File: src/rtl/ex_result_buf.sv
// Execute-stage result buffer: 2-entry in-order skid buffer between ALU and memory stage,
// plus the architectural condition-code register and registered branch-condition evaluation.
module ex_result_buf #(
  parameter int WIDTH = 16
) (
  input  logic             clk,
  input  logic             rst,
  input  logic             in_valid,
  output logic             in_ready,
  input  logic [WIDTH-1:0] in_result,
  input  logic             in_z,
  input  logic             in_v,
  input  logic             in_n,
  input  logic             in_flag_we,
  input  logic [2:0]       in_rd,
  input  logic             in_rd_we,
  output logic             out_valid,
  input  logic             out_ready,
  output logic [WIDTH-1:0] out_result,
  output logic [2:0]       out_rd,
  output logic             out_rd_we,
  input  logic             flush,
  input  logic             br_eval,
  input  logic [2:0]       br_cond,
  output logic             br_valid,
  output logic             br_taken,
  output logic [2:0]       flags
);

  typedef enum logic [1:0] {
    ST_EMPTY = 2'd0,
    ST_ONE   = 2'd1,
    ST_TWO   = 2'd2
  } state_t;

  typedef struct packed {
    logic [WIDTH-1:0] result;
    logic [2:0]       rd;
    logic             rd_we;
  } entry_t;

  localparam entry_t ENTRY_ZERO = '{result: {WIDTH{1'b0}}, rd: 3'd0, rd_we: 1'b0};

  // Condition select over flags packed as {z,v,n}; unused encodings never branch.
  function automatic logic cond_eval(input logic [2:0] sel, input logic [2:0] f);
    logic z;
    logic v;
    logic n;
    logic res;
    z = f[2];
    v = f[1];
    n = f[0];
    case (sel)
      3'b000:  res = z;
      3'b001:  res = ~z;
      3'b010:  res = n ^ v;
      3'b011:  res = ~(n ^ v);
      3'b100:  res = v;
      3'b101:  res = 1'b1;
      3'b110:  res = 1'b0;
      3'b111:  res = 1'b0;
      default: res = 1'b0;
    endcase
    return res;
  endfunction

  state_t      state_r;
  logic        out_valid_r;
  entry_t      head_r;
  entry_t      skid_r;
  logic [2:0]  flags_r;
  logic        br_valid_r;
  logic        br_taken_r;

  logic        in_ready_s;
  logic        push_s;
  logic        pop_s;
  entry_t      in_entry_s;
  logic [2:0]  in_flags_s;
  logic [2:0]  eval_flags_s;

  // Handshake qualification and same-cycle flag forwarding for branch evaluation.
  always_comb begin
    in_ready_s   = 1'b0;
    push_s       = 1'b0;
    pop_s        = 1'b0;
    eval_flags_s = flags_r;
    in_entry_s   = '{result: in_result, rd: in_rd, rd_we: in_rd_we};
    in_flags_s   = {in_z, in_v, in_n};
    if (rst) begin
      in_ready_s = 1'b0;
    end else begin
      in_ready_s = (state_r != ST_TWO);
    end
    push_s = in_valid & in_ready_s & ~flush;
    pop_s  = out_valid_r & out_ready;
    if (push_s && in_flag_we) begin
      eval_flags_s = in_flags_s;
    end else begin
      eval_flags_s = flags_r;
    end
  end

  // Buffer occupancy and entry storage; the head register always holds the oldest entry.
  always_ff @(posedge clk) begin
    if (rst) begin
      state_r     <= ST_EMPTY;
      out_valid_r <= 1'b0;
      head_r      <= ENTRY_ZERO;
      skid_r      <= ENTRY_ZERO;
    end else if (flush) begin
      state_r     <= ST_EMPTY;
      out_valid_r <= 1'b0;
    end else begin
      case (state_r)
        ST_EMPTY: begin
          if (push_s) begin
            head_r      <= in_entry_s;
            state_r     <= ST_ONE;
            out_valid_r <= 1'b1;
          end
        end
        ST_ONE: begin
          if (push_s && pop_s) begin
            head_r <= in_entry_s;
          end else if (push_s) begin
            skid_r      <= in_entry_s;
            state_r     <= ST_TWO;
            out_valid_r <= 1'b1;
          end else if (pop_s) begin
            state_r     <= ST_EMPTY;
            out_valid_r <= 1'b0;
          end
        end
        ST_TWO: begin
          if (pop_s) begin
            head_r      <= skid_r;
            state_r     <= ST_ONE;
            out_valid_r <= 1'b1;
          end
        end
        default: begin
          state_r     <= ST_EMPTY;
          out_valid_r <= 1'b0;
        end
      endcase
    end
  end

  // Condition codes change only on an accepted flag-writing push; flush leaves them alone.
  always_ff @(posedge clk) begin
    if (rst) begin
      flags_r <= 3'b000;
    end else if (push_s && in_flag_we) begin
      flags_r <= in_flags_s;
    end
  end

  // Branch result is registered one cycle after the request and held between requests.
  always_ff @(posedge clk) begin
    if (rst) begin
      br_valid_r <= 1'b0;
      br_taken_r <= 1'b0;
    end else begin
      br_valid_r <= br_eval;
      if (br_eval) begin
        br_taken_r <= cond_eval(br_cond, eval_flags_s);
      end
    end
  end

  assign in_ready   = in_ready_s;
  assign out_valid  = out_valid_r;
  assign out_result = head_r.result;
  assign out_rd     = head_r.rd;
  assign out_rd_we  = head_r.rd_we;
  assign flags      = flags_r;
  assign br_valid   = br_valid_r;
  assign br_taken   = br_taken_r;

endmodule

File: config.mk
export PLATFORM = sky130hd
export DESIGN_NAME = ex_result_buf
export DESIGN_NICKNAME = d
export VERILOG_FILES = /design/src/rtl/ex_result_buf.sv
export SDC_FILE = /design/constraint.sdc
export NUM_CORES = 1
export LEC_CHECK = 0
export CORE_ASPECT_RATIO = 0.75
export CORE_MARGIN = 4
export CORE_UTILIZATION = 31
export DETAILED_ROUTE_END_ITERATION = 12
export PLACE_DENSITY_LB_ADDON = 0.1
export SLEW_MARGIN = 20
export SYNTH_ARGS = -nofsm -noshare
export SYNTH_HDL_FRONTEND = slang
export SYNTH_SLANG_ARGS = --single-unit
File: constraint.sdc
create_clock -name clk -period 4.05 [get_ports clk]
set_input_delay 0.81 -clock clk [delete_from_list [all_inputs] [get_ports clk]]
set_output_delay 0.81 -clock clk [all_outputs]
set_load 0.03 [all_outputs]
# [Yosys cells after proc, flatten, opt, wreduce, memory -nomap -nowiden]
# Index checks and enable logic that the tools add are counted.
[totals] ff_bits=48 output_inout_bits=27 word_cells=63
[op_classes] eq_ne=15 n_mux=19 bitwise_logic=8 reduce_logical=10
[op_table] op="two-way mux 20 bit" n=3
[op_table] op="one-hot mux 20 bit (3 select lines)" n=1
[op_table] op="equality test 3 bit, second input constant" n=4
[op_table] op="two-way mux 2 bit" n=5
[op_table] op="inequality test 2 bit, second input constant" n=5
[op_table] op="AND reduction 4 bit" n=2
[op_table] op="one-hot mux 1 bit (7 select lines)" n=1
[op_table] op="equality test 3 x 2 -> 1 bit, second input constant" n=2
[op_table] op="two-way mux 1 bit" n=6
[op_table] op="one-hot mux 2 bit (3 select lines)" n=1
[op_table] op="AND reduction 5 bit" n=1
[op_table] op="inverter 1 bit" n=4
[op_table] op="OR reduction 2 bit" n=2
[op_table] op="bitwise AND 1 bit" n=3
[op_table] op="equality test 3 x 1 -> 1 bit, second input constant" n=1
[op_table] op="zero test 3 bit" n=1
[op_table] op="two-way mux 3 bit" n=1
[op_table] op="inequality test 3 bit, second input constant" n=1
[op_table] op="one-hot mux 1 bit (3 select lines)" n=1
[op_table] op="nonzero test 3 bit" n=1
[op_table] op="equality test 2 x 1 -> 1 bit, second input constant" n=1
[op_table] op="equality test 2 bit, second input constant" n=1
[op_table] op="logical AND 1 bit" n=2
[op_table] op="zero test 2 bit" n=1
[op_table] op="bitwise XOR 1 bit" n=1

# [Longest topological paths before layout]
[depth] depth_word=9 depth_mapped=6 mapped_depth_nobuf=5

# [Least setup slack after synthesis]
# OpenSTA, ideal clock, no wires.
[synth_path] kind="input-to-output" start="in rst" end="out in_ready" arrival_ns=1.677 required_time_ns=3.240 path_slack_ns=1.563 path_stages=3 n_path_buf=2 path_cell_list="buf_1 clkbuf_1 nor2_1"
[synth_via] elab_chain_cells=1
[synth_lines] element="from (decl)" line_no="7" rtl="input logic rst,"
[synth_lines] element="two-way mux 1 bit" line_no="90" rtl="if (rst) begin"
[synth_lines] element="to (decl)" line_no="9" rtl="output logic in_ready,"
# Every way passes these cells.

# [Worst setup path after layout]
# Same ends and word-level chain as after synthesis.

==> impl_results.md <==
- Pins Over Slew Limit: 0
- Max Freq: 350.8 MHz
- Synth Area per Inst: 8.261 sq um
- Critical path's slowest cell: clkdlybuf4s50_1
- Crit path from: rst
- GP Congestion: 0.7605
- Crit Reg-Reg Startpoint: state_r[0]$_SDFFE_PP0P_
- Cell Chain, Critical Path: buf_2, nor2_1, clkdlybuf4s50_1
- Leakage: 0.9568 nW
- Root buf cell: clkbuf_8
- Final min period: 2.850 ns
- Starting DRT DRC Count: 73
- Final ANT Viol Nets: 0
- Area grow syn2layout: 33.62%
- Synth area leaders: dfxtp_1, nand2_1, a311oi_2
- Wire per inst: 13.29 microns
- Yosys top cell by area: dfxtp_1
- Max IR drop VDD: 0.1236 mV
- Hold Fails Final Rpt: 0
- Seq/Total Area, Yosys: 44.06%
- Outcome: completed
- Clock sinks: 48
- Clk_lat worst skew: 0.30 ns
- Die W: 104.9 microns
- Die area: 8455 sq um
- Clock buffer count from CTS: 5
- Synth Register Bits: 48
- Post-cts gate resize count: 0
- Setup tns final: 0 ns
- GRT Util Overall: 12.42%
- Dpl hpwl: 3515 microns
- Post-synth net total: 297
- Max incr delay on CP: 0.62 ns
- Ports: 60
- Cts hold-fix bufs: 0
- Synth Cell Area: 2181 sq um
- Placeable Area: 6832 sq um
- Worst Setup End Kind: output pin
- DR pass1 iterations: 4
- DRC: 0
- Port bufs: 59
- WL final: 5315 microns
- Max_cap viols: 0
- Required @ worst endpoint: 3.24 ns
- First-pass GRT wire length: 8424 microns
- CTS Buffer Depth: 2
- Worst-margin pin slew: 0.9278 ns
- Synth warnings: 0
- Proportion of layout cells with a drive suffix above 1: 11.08%
- Tcrit/Tclk final: 70.38%
- Power Dens Cells: 342.4 nW/um^2
- Initial antenna violation count: 0
- Top cell type's share of synthesized area: 44.06%
- CTS tree: built
- Clk slew on worst S/H paths: 0.08 ns
- Die height: 80.64 microns
- Routed vias/inst: 4.695
- Vias: 1878
- RSZ-0062 raised after global routing: false
- ANT cells: 0
- Hold slack final: 0.4578 ns
- FF-to-FF setup slack: 1.63 ns
- Synthesized instance count: 264
- Cell variety after synth: 32
- Setup Crit Path Kind: input pin to output pin
- Min-delay src: skid_r[17]$_SDFFE_PP0P_
- Max-Slew Margin vs Limit: 38.15%
- Post-CTS Setup Inserts: 0
- # rows: 26
- Nets@finish: 348
- Filler cell count: 698
- Critical Path AT: 2.04 ns
- Post-Route Utilization: 42.66%
- Largest net degree at the start of global routing: 41
- Initial Util: 31.92%
- Clock Skews: 0.01144 ns
- Maximum fanout along the worst path: 27
- Hold WC Path Type: flip-flop to flip-flop
- Setup violations, final: 0
- H-tree Lvls: 2
- Crit path launch type: input pin
- Vias in the first global route: 1657
- Overflow after GRT: 0
[worst max-delay path, delay by kind of cell]
| kind | cells | cell delay, ns |
|---|---|---|
| buffers and inverters | 2 | 1.09 |
| and+or+nand+nor | 1 | 0.14 |
[final timing paths]
path,to,cells after the start
min,skid_r[17]$_SDFFE_PP0P_,2
min reg2reg,skid_r[17]$_SDFFE_PP0P_,2
max reg2reg,br_taken$_SDFFE_PP0P_,5
max,in_ready,3
[metrics by stage]
step	instances	setup slack, ns	power (mW)	area (sq um)
final	400	1.200	0.9976	2914
after global routing	400	1.093	1.045	2914
after CTS	400	1.172	1.013	2914
after detailed placement	392	0.9647	0.6692	2806
after global placement	392	1.039	0.6689	2806
after floorplan	264	1.563	0.5948	2181
[where the power goes]
part | switching, mW | leakage, nW | internal [mW]
combinational | 0.0853 | 0.512 | 0.0754
clock | 0.158 | 0.0552 | 0.183
sequential | 0.00940 | 0.390 | 0.487
total | 0.252 | 0.957 | 0.745
[cells in the mapped netlist]
library cell and number:
inv_1 3, nor4_1 1, nand3b_1 2, o41ai_1 1, nor2_1 25, a21oi_4 1
buf_4 2, buf_6 2, nand2_1 89, o211ai_1 1, a311oi_2 20, a21oi_1 28
a311oi_1 1, nor3_1 1, buf_1 2, o22ai_1 1, a2111oi_0 1, xnor2_1 2
nor4bb_1 2, nand4b_1 1, dfxtp_1 48, and3_1 1, nand4_1 1, nand2b_1 2
and2_1 2, or4b_4 1, nor2b_1 3, or3_1 2, a31oi_1 2, a21boi_2 1
clkbuf_1 12, nand3_1 3
[layout make-up]
cell class	count	area (sq um)	share of cell area [%]
clock buffers	6	72.57	2.490
clock inverters	2	35.03	1.202
inverters	3	11.26	0.3864
multi-input cells	195	1121	38.47
flip-flops and latches	48	960.9	32.98
well taps	84	105.1	3.607
repair buffers	62	608.1	20.87
[layer usage]
layer  share of wire, %  GRT usage [%]
met1                 51          17.26
met2                 43          18.82
met3                5.6          3.373
met4               0.96          3.539
met5                  0              0
[registers in the layout (all words and copies together), names as in the netlist]
register and count:
out_valid 1, br_taken 1, state_r 2, out_rd_we 1
out_rd 3, out_result 16, skid_r 20, flags 3
br_valid 1
[kinds of logic after synthesis]
logic type	count (synthesis)	synth area share, %
AND/OR/NAND/NOR	136	26.62
buffers and inverters	21	4.647
XOR/XNOR	2	0.8034
flip-flops	48	44.06
AO/OA/AOI/OAI	57	23.87
[layout by cell type, fill, tap and decap left out, types with 2 or more instances in the layout]
cell,netlist,final
nand2_1,89,89
clkdlybuf4s50_1,0,58
dfxtp_1,48,48
a21oi_1,28,28
nor2_1,25,25
a311oi_2,20,20
clkbuf_8,0,5
nand3_1,3,3
inv_1,3,3
buf_4,2,3
nor2b_1,3,2
nand2b_1,2,2
nor4bb_1,2,2
and2_1,2,2
xnor2_1,2,2
or3_1,2,2
nand3b_1,2,2
a31oi_1,2,2
Power figures use the tool's default switching activity.
